--- config.mk ---
export PLATFORM = sky130hd
export DESIGN_NAME = cnn_seq_op_unit
export DESIGN_NICKNAME = d
export VERILOG_FILES = /design/src/rtl/cnn_pkg.sv /design/src/rtl/cnn_mac_lane.sv /design/src/rtl/cnn_seq_op_unit.sv
export SDC_FILE = /design/constraint.sdc
export NUM_CORES = 1
export LEC_CHECK = 0
export CORE_MARGIN = 2
export CORE_UTILIZATION = 63
export CTS_CLUSTER_DIAMETER = 120
export DETAILED_ROUTE_END_ITERATION = 7
export GPL_TIMING_DRIVEN = 0
export HOLD_SLACK_MARGIN = 0.05
export PLACE_DENSITY = 0.89
export SYNTH_ARGS = -nofsm -noshare
export SYNTH_HDL_FRONTEND = slang
export SYNTH_SLANG_ARGS = --single-unit
--- constraint.sdc ---
create_clock -name clk -period 27.9 [get_ports clk]
set_input_delay 4.185 -clock clk [delete_from_list [all_inputs] [get_ports clk]]
set_output_delay 4.185 -clock clk [all_outputs]
set_load 0.005 [all_outputs]
--- src/rtl/cnn_pkg.sv ---
// Shared types and constants for the sequential CNN operator unit.
// Holds mode codes, FSM states and small sizing helpers.
package cnn_pkg;

   localparam logic [1:0] MODE_CONV = 2'b00;
   localparam logic [1:0] MODE_RELU = 2'b01;
   localparam logic [1:0] MODE_POOL = 2'b10;

   typedef enum logic [1:0] {
      IDLE    = 2'b00,
      COMPUTE = 2'b01,
      DONE    = 2'b10
   } state_t;

   // Element count of a KSIZE x KSIZE window.
   function automatic int calc_n(input int k);
      return k * k;
   endfunction

   // Most negative value of a w-bit accumulator, in the low w bits.
   function automatic logic [63:0] acc_min(input int w);
      return 64'hFFFF_FFFF_FFFF_FFFF << (w - 1);
   endfunction

endpackage

--- src/rtl/cnn_mac_lane.sv ---
// Combinational single-element step: signed MAC or running max.
// Ports: pixel, weight, acc_in, pool_sel in; acc_next out.
module cnn_mac_lane #(
   parameter int DATA_W = 8,
   parameter int ACC_W  = 32
) (
   input  logic [DATA_W-1:0] pixel,
   input  logic [DATA_W-1:0] weight,
   input  logic [ACC_W-1:0]  acc_in,
   input  logic              pool_sel,
   output logic [ACC_W-1:0]  acc_next
);

   logic signed [2*DATA_W-1:0] prod;
   logic signed [ACC_W-1:0]    prod_x;
   logic signed [ACC_W-1:0]    pix_x;
   logic signed [ACC_W-1:0]    acc_s;

   assign prod   = $signed(pixel) * $signed(weight);
   assign prod_x = ACC_W'(prod);
   assign pix_x  = ACC_W'($signed(pixel));
   assign acc_s  = $signed(acc_in);

   always_comb begin
      acc_next = acc_in + prod_x;
      if (pool_sel) begin
         acc_next = (pix_x > acc_s) ? pix_x : acc_in;
      end
   end

endmodule

--- src/rtl/cnn_seq_op_unit.sv ---
// Sequential KSIZE x KSIZE conv / conv+ReLU / max-pool unit with a
// handshaked operand buffer and one MAC lane; result is sticky.
// Ports: clk, rst (async, active-low), in_valid/in_ready/in_data beat
// input, mode, abort, busy, result_valid pulse, result.
module cnn_seq_op_unit
   import cnn_pkg::*;
#(
   parameter int DATA_W = 8,
   parameter int KSIZE  = 3,
   parameter int ACC_W  = 32
) (
   input  logic             clk,
   input  logic             rst,
   input  logic             in_valid,
   output logic             in_ready,
   input  logic [31:0]      in_data,
   input  logic [1:0]       mode,
   input  logic             abort,
   output logic             busy,
   output logic             result_valid,
   output logic [ACC_W-1:0] result
);

   localparam int N  = calc_n(KSIZE);
   localparam int CW = (N > 1) ? $clog2(N) : 1;
   localparam logic [CW-1:0]    LAST    = CW'(N - 1);
   localparam logic [63:0]      MIN64   = acc_min(ACC_W);
   localparam logic [ACC_W-1:0] ACC_MIN = MIN64[ACC_W-1:0];

   state_t state;
   state_t state_nx;

   logic [CW-1:0]     cnt;
   logic [CW-1:0]     idx;
   logic [ACC_W-1:0]  acc;
   logic [ACC_W-1:0]  acc_next;
   logic [1:0]        mode_q;
   logic [1:0]        win_mode;
   logic [DATA_W-1:0] pix [N];
   logic [DATA_W-1:0] wgt [N];
   logic              take;
   logic              pool_sel;
   logic [ACC_W-1:0]  final_val;

   if (2 * DATA_W < 32) begin : g_hi
      logic unused_hi;
      assign unused_hi = ^in_data[31:2*DATA_W];
   end

   // A beat is taken only in IDLE; a coincident abort discards it.
   assign take     = (state == IDLE) && in_valid && !abort;
   // On a one-element window the first beat is also the last.
   assign win_mode = (cnt == '0) ? mode : mode_q;
   assign pool_sel = (mode_q == MODE_POOL);

   cnn_mac_lane #(
      .DATA_W (DATA_W),
      .ACC_W  (ACC_W)
   ) u_lane (
      .pixel    (pix[idx]),
      .weight   (wgt[idx]),
      .acc_in   (acc),
      .pool_sel (pool_sel),
      .acc_next (acc_next)
   );

   assign final_val =
      ((mode_q == MODE_RELU) && acc_next[ACC_W-1]) ? '0 : acc_next;

   always_ff @(posedge clk or negedge rst) begin
      if (!rst) state <= IDLE;
      else      state <= state_nx;
   end

   always_comb begin
      state_nx = state;
      in_ready = 1'b0;
      unique case (state)
         IDLE: begin
            in_ready = 1'b1;
            if (take && cnt == LAST) state_nx = COMPUTE;
         end
         COMPUTE: begin
            if (abort)            state_nx = IDLE;
            else if (idx == LAST) state_nx = DONE;
         end
         DONE:    state_nx = IDLE;
         default: state_nx = IDLE;
      endcase
      busy = (state != IDLE) || (cnt != '0);
   end

   always_ff @(posedge clk or negedge rst) begin
      if (!rst) begin
         cnt          <= '0;
         idx          <= '0;
         acc          <= '0;
         mode_q       <= MODE_CONV;
         result       <= '0;
         result_valid <= 1'b0;
      end else begin
         result_valid <= 1'b0;
         unique case (state)
            IDLE: begin
               if (abort) begin
                  cnt <= '0;
               end else if (in_valid) begin
                  if (cnt == '0) mode_q <= mode;
                  if (cnt == LAST) begin
                     cnt <= '0;
                     idx <= '0;
                     acc <= (win_mode == MODE_POOL) ? ACC_MIN : '0;
                  end else begin
                     cnt <= cnt + 1'b1;
                  end
               end
            end
            COMPUTE: begin
               if (abort) begin
                  idx <= '0;
               end else begin
                  acc <= acc_next;
                  idx <= idx + 1'b1;
                  // Load on entry to DONE so result is visible with the pulse.
                  if (idx == LAST) begin
                     idx          <= '0;
                     result       <= final_val;
                     result_valid <= 1'b1;
                  end
               end
            end
            default: ;
         endcase
      end
   end

   always_ff @(posedge clk) begin
      if (take) begin
         pix[cnt] <= in_data[2*DATA_W-1:DATA_W];
         wgt[cnt] <= in_data[DATA_W-1:0];
      end
   end

endmodule

==> results.sh <==
export IMPL_critPathKind="reg2reg"
export IMPL_wl_mm=33.8
export IMPL_netlist_top_cells_area="edfxtp_1, dfrtp_1, ha_1, fa_1, mux4_2"
export IMPL_drtIter0Drc=757
export IMPL_end_kind="flop"
export IMPL_numCtsBuffers=23
export IMPL_grt_pass1_vias=10300
export IMPL_start_kind="flop"
export IMPL_async_flop_share_pct=34.8
export IMPL_dieArea_um2=23200
export IMPL_remaining_drc_errors=0
export IMPL_final_nets=1498
export IMPL_grt_max_degree=48
export IMPL_post_route_period_util_pct=40.6
export IMPL_setup_viol=0
export IMPL_diodes=0
export IMPL_ys_seq_area_share_pct=45.1
export IMPL_hold_path_class="reg2reg"
export IMPL_grt_pass1_wl_mm=53.8
export IMPL_cts_sinks=221
export IMPL_die_h_um=152
export IMPL_seq_area_um2=6250
export IMPL_start_util_pct=63.9
export IMPL_relSlewSlack_pct=21.5
export IMPL_clockBufferDepth=3
export IMPL_via_per_inst=6.25
export IMPL_die_w_um=152
export IMPL_io_buffers=56
export IMPL_postCtsHoldBufs=0
export IMPL_yosys_area_top_type="edfxtp_1"
export IMPL_io_pins=73
export IMPL_cts_resized_gates=0
export IMPL_row_count=54
export IMPL_routedWlPerCell_um=21.1
export IMPL_synth_cell_types=67
export IMPL_finClkSkew_ns=0.00841
export IMPL_setup_tns_ns=0
export IMPL_synth_edf_count=144
export IMPL_crit_slowest_cell="a211oi_4"
export IMPL_syn2layout_area_growth_pct=12.0
export IMPL_cts_htree_levels=1
export IMPL_tritoncts="yes"
export IMPL_grt_total_usage_pct=29.0
export IMPL_slew_viol_final=0
export IMPL_status="complete, no violations"
export IMPL_overflow=0
export IMPL_firstDrtPassIters=6
export IMPL_dpl_hpwl_mm=24.0
export IMPL_nFillCells=1410
export IMPL_arrival_ns=11.79
export IMPL_cts_setup_buffers=0
export IMPL_synth_area_per_cell_um2=11.3
export IMPL_period_minus_slack_ns=11.33
export IMPL_path_max_fanout=18
export IMPL_finalWeightedCongestion=0.960
export IMPL_synthesis_nets=1415
export IMPL_multi_input_area_um2=6860
export IMPL_required_ns=28.36
export IMPL_worstMarginPinSlew_ns=1.18
export IMPL_ys_seq_elements=221
export IMPL_cts_root_buf="clkbuf_16"
export IMPL_rsz0062_at_grt="false"
export IMPL_synth_main_ff_cell="edfxtp_1"
export IMPL_cp_top_family="compound AO/OA/AOI/OAI gates"
export IMPL_final_antenna_net_count=0
export IMPL_finalHoldViolCount=0
export IMPL_antenna_found_initial=0
export IMPL_path_clk_slew_ns=0.06
export IMPL_path_buf_inv=7
export IMPL_synth_top_cell_area_share_pct=31.2
export IMPL_yosysWarnings=0
export IMPL_vias=10000
export IMPL_final_layout_size_suffix_gt1_share_pct=7.19
export IMPL_synthesis_instances=1222
export IMPL_max_freq_ghz=0.0883
export IMPL_maxCapViolations=0
export IMPL_max_stage_delay_ns=0.81
export IMPL_core_area_um2=21700
export IMPL_clock_latency_ns=0.52
export IMPL_netlist_area_um2=13900
[per-stage QoR]
step / hold WS (ns) / utilization [%] / std cells / cell area, um^2 / setup WS (ns)
after floorplan: 0.473 / - / 1222 / 13900 / 18.44
after global placement: 0.466 / 68.1 / 1558 / 14800 / 16.70
after detailed placement: 0.473 / 68.3 / 1560 / 14800 / 16.67
after CTS: 0.486 / 71.5 / 1602 / 15500 / 16.63
after global routing: 0.520 / 71.5 / 1602 / 15500 / 15.78
final: 0.481 / 71.5 / 1602 / 15500 / 16.57
[cell usage in the layout, fill, tap and decap left out, drive strengths merged, types with 14 or more instances in the layout]
cell type / netlist / final
mux4: 32 / 32
clkbuf: 33 / 64
a21oi: 85 / 85
nand2b: 14 / 14
a21o: 20 / 20
nand2: 58 / 58
ha: 99 / 99
buf: 14 / 17
dfrtp: 77 / 77
clkdlybuf4s50: 0 / 55
nor2: 98 / 98
o21ai: 66 / 66
a211oi: 23 / 23
fa: 56 / 56
edfxtp: 144 / 144
mux2i: 20 / 20
nor3: 19 / 19
xnor2: 34 / 34
nand3: 16 / 16
inv: 148 / 150
a22o: 37 / 37
[final timing paths]
path                            cells past startpoint  slack (ns)                    from                      to
worst min-delay path                                2        0.48  result[22]$_DFFE_PN0P_  result[22]$_DFFE_PN0P_
worst max register to register                     33       16.57      idx[0]$_DFFE_PN0P_   result[6]$_DFFE_PN0P_
min in group asynchronous                           1        3.60                     rst  result[20]$_DFFE_PN0P_
worst max-delay path                               33       16.57      idx[0]$_DFFE_PN0P_   result[6]$_DFFE_PN0P_
max in group asynchronous                           2       23.71                     rst   result[3]$_DFFE_PN0P_
worst min register to register                      2        0.48  result[22]$_DFFE_PN0P_  result[22]$_DFFE_PN0P_
[cell usage after synthesis, drive strengths merged (19+ instances only)]
| cell | count |
|---|---|
| clkbuf | 33 |
| edfxtp | 144 |
| nor3 | 19 |
| mux2i | 20 |
| a211oi | 23 |
| fa | 56 |
| o21ai | 66 |
| nor2 | 98 |
| a21o | 20 |
| nand2 | 58 |
| mux4 | 32 |
| a21oi | 85 |
| ha | 99 |
| dfrtp | 77 |
| inv | 148 |
| a22o | 37 |
| xnor2 | 34 |
[state kept, by name, indices dropped and copies added, names as in the netlist]
name	cells
acc	32
cnt	4
idx	4
mode_q	2
pix	72
result	32
result_valid	1
state	2
wgt	72
[cells by family after synthesis]
logic type	after synthesis	synth area share (%)
adder cells (fa/ha/maj)	155	17.0
XOR/XNOR	40	2.64
multiplexers	55	6.89
buffers and inverters	195	5.46
AO/OA/AOI/OAI	298	14.2
AND/OR/NAND/NOR	258	8.65
flip-flops	221	45.1
[tightest hold or removal path, stage by stage (launching register included)]
cell and delay [ns]:
dfrtp_1 0.34, nand2_1 0.04, o21ai_0 0.06
[routing by layer]
layer	vias to the layer above	global-route usage, %	routed length [um]
met5	-	0	0
met1	4917	38.2	13500
li1	4551	-	-
met2	438	48.9	16700
met4	0	11.7	1290
met3	110	4.61	2250
[cell type report]
class / instances / share of cell area (%)
Inverter: 148 / 3.58
Tap cell: 280 / 2.26
Sequential cell: 221 / 40.3
Clock inverter: 11 / 0.476
Buffer: 47 / 1.29
Clock buffer: 31 / 4.03
Multi-Input combinational cell: 806 / 44.2
Timing Repair Buffer: 58 / 3.85
Power is not shown: default switching activity piles up to over one toggle a cycle in this logic, so the estimate is an artifact.
